File: src/rtl/fetch_unit_if.sv
// Fetch-stage bundle: hazard/redirect inputs, instruction-memory req/ack, IF/ID outputs.
// Pure wiring, no latency.
// Memory side is req/ack (request held until ack); IF/ID side is held by stall.
interface fetch_unit_if #(
  parameter int PCW = 32,
  parameter int IW  = 32
);
  logic           stall;
  logic           redirect;
  logic [PCW-1:0] redirect_pc;
  logic           imem_req;
  logic [PCW-1:0] imem_addr;
  logic           imem_ack;
  logic [IW-1:0]  imem_rdata;
  logic [IW-1:0]  IMRD;
  logic [PCW-1:0] PCp1;
  logic           fetch_valid;
  logic [31:0]    fetch_count;

  // Fetch unit side
  modport master (
    input  stall, redirect, redirect_pc, imem_ack, imem_rdata,
    output imem_req, imem_addr, IMRD, PCp1, fetch_valid, fetch_count
  );

  // Environment side: hazard unit, ID redirect, instruction memory, IF/ID
  modport slave (
    output stall, redirect, redirect_pc, imem_ack, imem_rdata,
    input  imem_req, imem_addr, IMRD, PCp1, fetch_valid, fetch_count
  );
endinterface

File: src/rtl/fetch_unit.sv
// Instruction fetch: owns the PC, requests imem, presents IMRD/PCp1 to IF/ID.
// Latency: data passes combinationally in the ack cycle (1 instr/cycle on 0-wait memory).
// Backpressure: stall parks the acked word in hold_buf and drops the request until release.
module fetch_unit #(
  parameter int             PCW      = 32,
  parameter logic [PCW-1:0] RESET_PC = '0,
  parameter int             IW       = 32
) (
  input logic          clk,
  input logic          rst,
  fetch_unit_if.master bus
);

  typedef enum logic [1:0] {
    ST_REQ   = 2'd0,
    ST_HOLD  = 2'd1,
    ST_DRAIN = 2'd2
  } state_t;

  state_t         state_q, state_d;
  logic [PCW-1:0] pc_q, pc_d;
  logic [IW-1:0]  hold_buf_q, hold_buf_d;
  logic [PCW-1:0] drain_addr_q, drain_addr_d;
  logic [31:0]    fetch_count_q, fetch_count_d;

  logic [PCW-1:0] pc_inc;
  logic           req;
  logic [PCW-1:0] addr;
  logic           vld;
  logic [IW-1:0]  imrd;
  logic [PCW-1:0] pcp1;

  // Wraps modulo 2^PCW, so an all-ones PC rolls over to 0.
  assign pc_inc = pc_q + {{(PCW-1){1'b0}}, 1'b1};

  // State, PC and buffers; reset abandons any outstanding request.
  always_ff @(posedge clk or posedge rst) begin
    if (rst) begin
      state_q       <= ST_REQ;
      pc_q          <= RESET_PC;
      hold_buf_q    <= '0;
      drain_addr_q  <= '0;
      fetch_count_q <= '0;
    end else begin
      state_q       <= state_d;
      pc_q          <= pc_d;
      hold_buf_q    <= hold_buf_d;
      drain_addr_q  <= drain_addr_d;
      fetch_count_q <= fetch_count_d;
    end
  end

  // Next state and output muxing; redirect outranks ack and stall everywhere.
  always_comb begin
    state_d       = state_q;
    pc_d          = pc_q;
    hold_buf_d    = hold_buf_q;
    drain_addr_d  = drain_addr_q;
    fetch_count_d = fetch_count_q;
    req           = 1'b0;
    addr          = '0;
    vld           = 1'b0;
    imrd          = '0;
    pcp1          = '0;

    case (state_q)
      ST_REQ: begin
        req  = 1'b1;
        addr = pc_q;
        if (bus.redirect) begin
          pc_d = bus.redirect_pc;
          // The in-flight request cannot be withdrawn; remember its address
          // so it stays on the bus until the stale ack is swallowed.
          if (!bus.imem_ack) begin
            drain_addr_d = pc_q;
            state_d      = ST_DRAIN;
          end
        end else if (bus.imem_ack) begin
          vld  = 1'b1;
          imrd = bus.imem_rdata;
          pcp1 = pc_inc;
          if (bus.stall) begin
            hold_buf_d = bus.imem_rdata;
            state_d    = ST_HOLD;
          end else begin
            pc_d          = pc_inc;
            fetch_count_d = fetch_count_q + 32'd1;
          end
        end
      end

      ST_HOLD: begin
        if (bus.redirect) begin
          pc_d    = bus.redirect_pc;
          state_d = ST_REQ;
        end else begin
          vld  = 1'b1;
          imrd = hold_buf_q;
          pcp1 = pc_inc;
          if (!bus.stall) begin
            pc_d          = pc_inc;
            fetch_count_d = fetch_count_q + 32'd1;
            state_d       = ST_REQ;
          end
        end
      end

      ST_DRAIN: begin
        req  = 1'b1;
        addr = drain_addr_q;
        // Latest redirect target wins while the stale response is pending.
        if (bus.redirect) begin
          pc_d = bus.redirect_pc;
        end
        if (bus.imem_ack) begin
          state_d = ST_REQ;
        end
      end

      default: begin
        state_d = ST_REQ;
      end
    endcase
  end

  assign bus.imem_req    = req;
  assign bus.imem_addr   = addr;
  assign bus.fetch_valid = vld;
  assign bus.IMRD        = imrd;
  assign bus.PCp1        = pcp1;
  assign bus.fetch_count = fetch_count_q;

endmodule
File: src/flat_wrapper.sv
// flat-port wrapper written by rule: the top's interface ports become plain ports
module fetch_unit_flat 
#(
  parameter int             PCW      = 32,
  parameter logic [PCW-1:0] RESET_PC = '0,
  parameter int             IW       = 32
)
  (clk, rst, bus_stall, bus_redirect, bus_redirect_pc, bus_imem_ack, bus_imem_rdata, bus_imem_req, bus_imem_addr, bus_IMRD, bus_PCp1, bus_fetch_valid, bus_fetch_count);
  fetch_unit_if #(.PCW(PCW), .IW(IW)) bus_i ();
  input logic clk;
  input logic rst;
  input wire logic [$bits(bus_i.stall)-1:0] bus_stall;
  input wire logic [$bits(bus_i.redirect)-1:0] bus_redirect;
  input wire logic [$bits(bus_i.redirect_pc)-1:0] bus_redirect_pc;
  input wire logic [$bits(bus_i.imem_ack)-1:0] bus_imem_ack;
  input wire logic [$bits(bus_i.imem_rdata)-1:0] bus_imem_rdata;
  output wire logic [$bits(bus_i.imem_req)-1:0] bus_imem_req;
  output wire logic [$bits(bus_i.imem_addr)-1:0] bus_imem_addr;
  output wire logic [$bits(bus_i.IMRD)-1:0] bus_IMRD;
  output wire logic [$bits(bus_i.PCp1)-1:0] bus_PCp1;
  output wire logic [$bits(bus_i.fetch_valid)-1:0] bus_fetch_valid;
  output wire logic [$bits(bus_i.fetch_count)-1:0] bus_fetch_count;
  assign bus_i.stall = bus_stall;
  assign bus_i.redirect = bus_redirect;
  assign bus_i.redirect_pc = bus_redirect_pc;
  assign bus_i.imem_ack = bus_imem_ack;
  assign bus_i.imem_rdata = bus_imem_rdata;
  assign bus_imem_req = bus_i.imem_req;
  assign bus_imem_addr = bus_i.imem_addr;
  assign bus_IMRD = bus_i.IMRD;
  assign bus_PCp1 = bus_i.PCp1;
  assign bus_fetch_valid = bus_i.fetch_valid;
  assign bus_fetch_count = bus_i.fetch_count;
  fetch_unit #(.PCW(PCW), .RESET_PC(RESET_PC), .IW(IW)) u_core (.clk(clk), .rst(rst), .bus(bus_i));
endmodule
File: config.mk
export PLATFORM = sky130hd
export DESIGN_NAME = fetch_unit_flat
export DESIGN_NICKNAME = d
export VERILOG_FILES = /design/src/rtl/fetch_unit_if.sv /design/src/rtl/fetch_unit.sv /design/src/flat_wrapper.sv
export SDC_FILE = /design/constraint.sdc
export NUM_CORES = 1
export LEC_CHECK = 0
export BUFFER_PORTS_ARGS = -buffer_cell sky130_fd_sc_hd__buf_2
export CORE_ASPECT_RATIO = 1.25
export CORE_MARGIN = 4
export CORE_UTILIZATION = 35
export DETAILED_ROUTE_END_ITERATION = 16
export PLACE_DENSITY = 0.62
export SLEW_MARGIN = 40
export SYNTH_ARGS = -nofsm -noshare
export SYNTH_HDL_FRONTEND = slang
export SYNTH_SLANG_ARGS = --single-unit
File: constraint.sdc
create_clock -name clk -period 5 [get_ports clk]
set_clock_uncertainty 0.1 [all_clocks]
set_input_delay 0.25 -clock clk [delete_from_list [all_inputs] [get_ports clk]]
set_output_delay 0.25 -clock clk [all_outputs]
set_load 0.05 [all_outputs]
==> flow_metrics.py, run 1 <==
metrics = {
    "sta": {
        "rsz0062_at_grt": "no",
        "min_period_over_period_pct": 69.4,
        "hold_viol_final": 0,
        "timing.slew.headroom_pct": 41.7,
        "worst_slew_pin_slew_ns": 0.870,
        "slew_viol_final": 0,
        "clock.fmax_mhz": 288,
        "setup_violations": 0,
        "finalCriticalPeriod_ns": 3.47,
        "tns_ns": 0,
    },
    "clocking": {
        "cts.sinks": 130,
        "numCtsBuffers": 17,
        "holdBufCountCts": 40,
        "cts_setup_buffers": 0,
        "cts_root_buffer": "clkbuf_16",
        "cts.repair.resized": 0,
        "htree_levels": 4,
        "clk_path_buf_depth": 2,
        "clkTransAtPathRegs_ns": 0.06,
        "cts_tree": "done",
        "clk_latency_ns": 0.42,
    },
    "setup_path": {
        "critical_path.max_stage_delay_ns": 0.64,
        "crit_arrival_ns": 3.12,
        "cp_num_buf_inv": 1,
        "cp-start-kind": "flop",
        "worstPathMaxFanout": 12,
        "crit_family": "simple AND/OR/NAND/NOR gates",
        "endpoint_kind": "output port",
        "required_ns": 4.65,
        "slowest_stage": "nor3_4",
        "crit_chain": "nand4_1, nor3_4, nand3_4, or3_1, a21oi_1, buf_2",
        "critPathKind": "reg -> out",
    },
    "synth": {
        "async_reset_ff_share_pct": 100,
        "synth_seq_area_share_pct": 45.3,
        "synth_cells": 709,
        "synth_nets": 780,
        "synth_edf_count": 0,
        "netlist_top_cells_area": "dfrtp_1 (45%), mux2_2 (10%), mux2i_1 (4.5%)",
        "synth_top_area_cell": "dfrtp_1",
        "syn_area_per_cell_sq_um": 10.1,
        "synthFlopType": "dfrtp_1",
        "synthDistinctLibCells": 54,
        "synth-seq-cells": 130,
        "synth_top_area_share_pct": 45.3,
        "syn-cell-area_sq_mm": 0.00718,
        "yosysWarnings": 0,
    },
    "power": {
        "netSwitchingFraction_pct": 35.9,
        "vdd_ir_drop_max_uv": 228,
        "clkPwrFrac_pct": 33.3,
        "power_density_mw_per_mm2": 411,
        "leakage_nw": 4.37,
        "p_int_w": 0.00249,
        "finalPower_w": 0.00388,
        "p_switching_w": 0.00139,
        "seq_power_share_pct": 37.2,
        "pwr-share-comb_pct": 29.5,
    },
    "floorplanning": {
        "num_rows": 58,
        "die_w_um": 136,
        "pin_count": 199,
        "fp.dieH_um": 168,
        "core_sq_mm": 0.0202,
        "fp.dieArea_sq_mm": 0.0229,
        "initial_utilization_pct": 35.6,
    },
    "route": {
        "vias_per_cell": 5.07,
        "drc": 0,
        "num_vias": 6107,
        "ant_nets": 0,
        "drt_first_pass_iters": 6,
        "routed_wl_um": 20300,
        "drt_iter0_drc": 247,
        "wl_per_cell_um": 16.8,
    },
    "run_status": {
        "status": "finished, final reports clean",
    },
    "final_layout": {
        "fin_nets": 991,
        "fin_cells": 1204,
        "drive_gt1_share_pct": 34.7,
        "fillers": 1957,
        "area_growth_pct": 31.2,
    },
    "placement": {
        "place_hpwl_um": 13900,
        "gp_congestion": 0.775,
        "port_buffers": 198,
        "place_inst": 1131,
    },
    "global_routing": {
        "antenna_found_initial": 0,
        "grt_pass1_vias": 6127,
        "gr-usage-all-layers_pct": 17.5,
        "overflow": 0,
        "grt_pass1_wl_um": 31800,
        "grt_max_degree": 53,
    },
    "min_path": {
        "hp-class": "in -> reg",
    },
    "flow_run": {
        "maxCapViolCount": 0,
    },
}
==> routing by layer <==
layer,vias to the layer above,share of wire [%],GRT usage (%)
li1,2950,-,-
met3,18,5.4,3.68
met4,0,1.3,5.48
met1,2960,44,22.6
met5,-,0,0
met2,179,49,29.3
==> worst register-to-register path, stage by stage (launching register included) <==
cell and delay, ns:
dfrtp_2 0.33, buf_4 0.56, nor2_1 0.17, and3_1 0.22, buf_4 0.23, nand2_1 0.53
buf_4 0.38, mux2_2 0.38
==> through the flow <==
step	cell area [sq um]	worst slack, ns	utilization, %	hold slack, ns
after CTS	9420	1.48	46.7	0.000879
after floorplan	7180	1.18	-	0.221
after detailed placement	8400	1.96	41.7	0.175
after global placement	8380	2.01	41.5	0.356
after global routing	9420	1.33	46.7	0.0133
final	9430	1.53	46.7	0.0176
==> logic make-up (layout without fill, tap and decap cells) <==
family / count (synthesis) / after routing / synth area share, %
flops: 130 / 130 / 45.3
simple gates: 232 / 232 / 16.3
xor+xnor: 60 / 60 / 7.31
compound gates: 123 / 123 / 12.1
other cells: 0 / 1 / 0
mux: 97 / 97 / 14.6
fa+ha+maj: 2 / 2 / 0.348
buf+inv: 65 / 289 / 3.95
==> Yosys cell counts (2+ instances only) <==
| library cell | instances |
|---|---|
| a31oi_1 | 4 |
| o21ai_0 | 14 |
| a22oi_1 | 6 |
| mux2_2 | 65 |
| buf_4 | 3 |
| nand3_1 | 26 |
| nor2_1 | 85 |
| nand2_1 | 47 |
| a22o_1 | 32 |
| a2bb2oi_1 | 12 |
| inv_1 | 7 |
| buf_1 | 6 |
| and3_1 | 14 |
| nor3_1 | 7 |
| nand4_1 | 13 |
| clkbuf_1 | 31 |
| buf_2 | 17 |
| ha_1 | 2 |
| and4_1 | 9 |
| or3_1 | 5 |
| o21a_1 | 2 |
| xor2_1 | 26 |
| o22a_1 | 4 |
| and2_1 | 12 |
| mux2i_1 | 32 |
| a21oi_1 | 25 |
| xnor2_1 | 34 |
| o22ai_1 | 14 |
| dfrtp_1 | 130 |
==> sequential cells by signal (all words and copies together), names as in the netlist <==
signal	count
u_core.state_q	2
u_core.pc_q	32
u_core.drain_addr_q	32
u_core.bus.fetch_count	32
u_core.hold_buf_q	32
==> layout make-up <==
cell class                      instances  area, sq um  area share (%)
Inverter                                7         28.8           0.305
Timing Repair Buffer                  250         1490            15.8
Clock buffer                           20          467            4.95
Sequential cell                       130         3250            34.5
Tap cell                              270          338            3.58
Clock inverter                         12          154            1.63
Antenna cell                            1         2.50          0.0265
Multi-Input combinational cell        514         3690            39.1
==> power by group through the flow <==
stage / clock [W] / combinational, W / sequential (W)
final: 0.00129 / 0.00114 / 0.00144
after global routing: 0.00136 / 0.00123 / 0.00147
after CTS: 0.00133 / 0.00116 / 0.00144
after detailed placement: 0 / 0.00113 / 0.00146
after global placement: 0 / 0.00112 / 0.00144
after floorplan: 0 / 0.000865 / 0.00143
==> cells in the final DEF, fill, tap and decap left out, types with 5 or more instances in the layout <==
cell / count
a21oi_1: 25
a22o_1: 32
a22oi_1: 6
a2bb2oi_1: 12
and2_1: 12
and3_1: 14
and4_1: 9
buf_2: 198
buf_4: 11
clkbuf_16: 17
dfrtp_1: 129
dlygate4sd3_1: 40
inv_1: 6
mux2_2: 65
mux2i_1: 32
nand2_1: 47
nand3_1: 26
nand4_1: 13
nor2_1: 83
nor3_1: 7
o21ai_0: 13
o22ai_1: 14
or3_1: 5
xnor2_1: 34
xor2_1: 26
==> final timing paths <==
| kind | slack, ns | startpoint | cells past startpoint | end |
|---|---|---|---|---|
| worst max-delay path | 1.53 | u_core.pc_q[3] | 6 | bus_PCp1[31] |
| worst min-delay path | 0.02 | bus_redirect_pc[30] | 3 | u_core.pc_q[30] |
| worst max register to register | 2.00 | u_core.state_q[1] | 7 | u_core.hold_buf_q[19] |
| worst min register to register | 0.38 | u_core.bus.fetch_count[31] | 1 | u_core.bus.fetch_count[31] |
| max in group asynchronous | 3.51 | rst | 5 | u_core.pc_q[14] |
| min in group asynchronous | 0.28 | rst | 3 | u_core.bus.fetch_count[11] |
Power figures use the tool's default switching activity.
==> run 2, diff against run 1 <==
- PLACE_DENSITY: 0.62 -> 0.64
- clock period: 5 -> 3.1 ns (I/O delays scaled with it)
==> run 2 against run 1 <==
Net effect:
- cell area up 3.6%
- power up 62%
- register-to-register slack worse by 1.1 ns
- count of clock-buffer cells in the layout rose by 1
- clock power is 60% higher
- sequential power increased by 60%
- hold slack worse by 0.010 ns
- final cell count is 2.7% higher
- routed wire length up 2.4%
- flip-flop and latch count is the same
- non-clock buffer count rose by 34
- critical path type unchanged
==> flow_metrics.py, run 2 (synthesis gave the netlist of run 1 again) <==
metrics = {
    "run_status": {
        "status": "finished, final reports clean",
    },
    "floorplanning": {
        "die_w_um": 136,
        "core_sq_mm": 0.0202,
        "fp.dieH_um": 168,
        "pin_count": 199,
        "fp.dieArea_sq_mm": 0.0229,
        "num_rows": 58,
        "initial_utilization_pct": 35.6,
    },
    "sta": {
        "setup_violations": 0,
        "hold_viol_final": 0,
        "clock.fmax_mhz": 346,
        "tns_ns": 0,
        "timing.slew.headroom_pct": 53.2,
        "finalCriticalPeriod_ns": 2.89,
        "min_period_over_period_pct": 93.3,
        "worst_slew_pin_slew_ns": 0.700,
        "rsz0062_at_grt": "no",
        "whs_ns": 0.00719,
        "slew_viol_final": 0,
    },
    "flow_run": {
        "maxCapViolCount": 0,
    },
    "global_routing": {
        "grt_pass1_vias": 6192,
        "gr-usage-met3_pct": 2.90,
        "grt_max_degree": 38,
        "antenna_found_initial": 0,
        "met2_usage_pct": 30.3,
        "grt_pass1_wl_um": 32900,
        "grt.busiest_layer": "met2",
        "gr-usage-all-layers_pct": 18.1,
        "overflow": 0,
        "use_met1_pct": 23.6,
    },
    "clocking": {
        "cts_root_buffer": "clkbuf_16",
        "cts_tree": "done",
        "numCtsBuffers": 17,
        "cts.sinks": 130,
        "clk_latency_ns": 0.42,
        "htree_levels": 4,
        "clkTransAtPathRegs_ns": 0.06,
        "clk_path_buf_depth": 2,
    },
    "route": {
        "routed_wl_um": 20800,
        "vias_per_cell": 5.09,
        "drt_first_pass_iters": 5,
        "wl_per_cell_um": 16.8,
        "num_vias": 6294,
        "drc": 0,
        "drt_iter0_drc": 432,
        "ant_nets": 0,
    },
    "min_path": {
        "hp-class": "in -> reg",
        "min-delay-start": "bus_redirect_pc[17]",
    },
    "setup_path": {
        "critical_path.max_stage_delay_ns": 0.51,
        "cp-start-kind": "flop",
        "crit_chain": "and4_4, and4_1, nand3_4, or3_1, a21oi_1, buf_2",
        "cp_num_buf_inv": 1,
        "crit_arrival_ns": 2.64,
        "crit_start": "u_core.pc_q[11]",
        "required_ns": 2.84,
        "crit_family": "simple AND/OR/NAND/NOR gates",
        "critPathKind": "reg -> out",
        "endpoint_kind": "output port",
        "rr_startpoint": "u_core.state_q[1]",
        "slowest_stage": "dfrtp_1",
        "worstPathMaxFanout": 9,
    },
    "placement": {
        "place_hpwl_um": 14400,
        "port_buffers": 198,
        "gp_congestion": 0.785,
        "place_inst": 1144,
    },
    "power": {
        "vdd_ir_drop_max_uv": 425,
        "leakage_nw": 4.53,
        "power_density_mw_per_mm2": 645,
    },
    "final_layout": {
        "area_growth_pct": 35.9,
        "final_cell_mix": "buf_2 (198), dfrtp_1 (129), nor2_1 (83)",
        "antennaDiodeCount": 0,
        "utilization_pct": 48.4,
        "layout_commonest_cell": "buf_2",
        "drive_gt1_share_pct": 35.0,
        "fin_nets": 1025,
        "fin_cells": 1237,
    },
}
run 2: cell count changes in the layout (fill, tap and decap cells not counted), sizes merged:
cell         delta
dlygate4sd3    +18
buf            +16
inv             -2
clkbuf          +1
clkinv          +1
diode           -1
run 2: power by group:
part | switching, W | leakage (nW) | total, W | internal (W)
clock | 0.000761 | 0.294 | 0.00207 | 0.00131
sequential | 0.000281 | 1.56 | 0.00231 | 0.00203
combinational | 0.00122 | 2.68 | 0.00191 | 0.000687
run 2: area by class of cell:
class / instances / area [sq um]
inverter: 7 / 30.0
sequential: 130 / 3250
multi-input combinational: 514 / 3690
tap: 270 / 338
clock inverter: 11 / 154
fill: 1910 / 10400
timing repair buffer: 284 / 1830
clock buffer: 21 / 460
run 2: worst reg2reg max path, cell delays in order, from the launching register on:
cell	delay (ns)
dfrtp_2	0.40
buf_4	0.23
or2_4	0.31
nor3_1	0.38
and3_1	0.37
and3_1	0.21
xor2_1	0.14
run 2: worst paths after layout:
check	end	slack, ns	cells past startpoint
worst max-delay path	bus_PCp1[31]	0.21	6
worst min-delay path	u_core.pc_q[17]	0.007	3
worst max register to register	u_core.bus.fetch_count[27]	0.88	6
worst min register to register	u_core.bus.fetch_count[31]	0.37	1
max in group asynchronous	u_core.drain_addr_q[21]	2.07	5
min in group asynchronous	u_core.bus.fetch_count[4]	0.15	3
run 2: repair_timing:
action / in CTS / in global routing
resized for setup: 0 / 0
endpoints found under the setup margin: 0 / 1
endpoints found under the hold margin: 89 / 0
hold buffers: 58 / 0
setup buffers: 0 / 2
run 2: layer usage:
metal  part of all wire [%]  vias up
met2                     49      207
li1                       -     3017
met1                     44     3042
met4                    2.0        0
met3                    5.6       28
met5                      0        -
run 2: through the flow:
stage               setup WS, ns  total power (W)  instance area, sq um
finish                     0.206          0.00630                  9760
global route              0.0824          0.00661                  9760
global placement           0.569          0.00415                  8470
floorplan                  0.588          0.00371                  7190
CTS                       0.0724          0.00635                  9720
detailed placement         0.539          0.00419                  8520
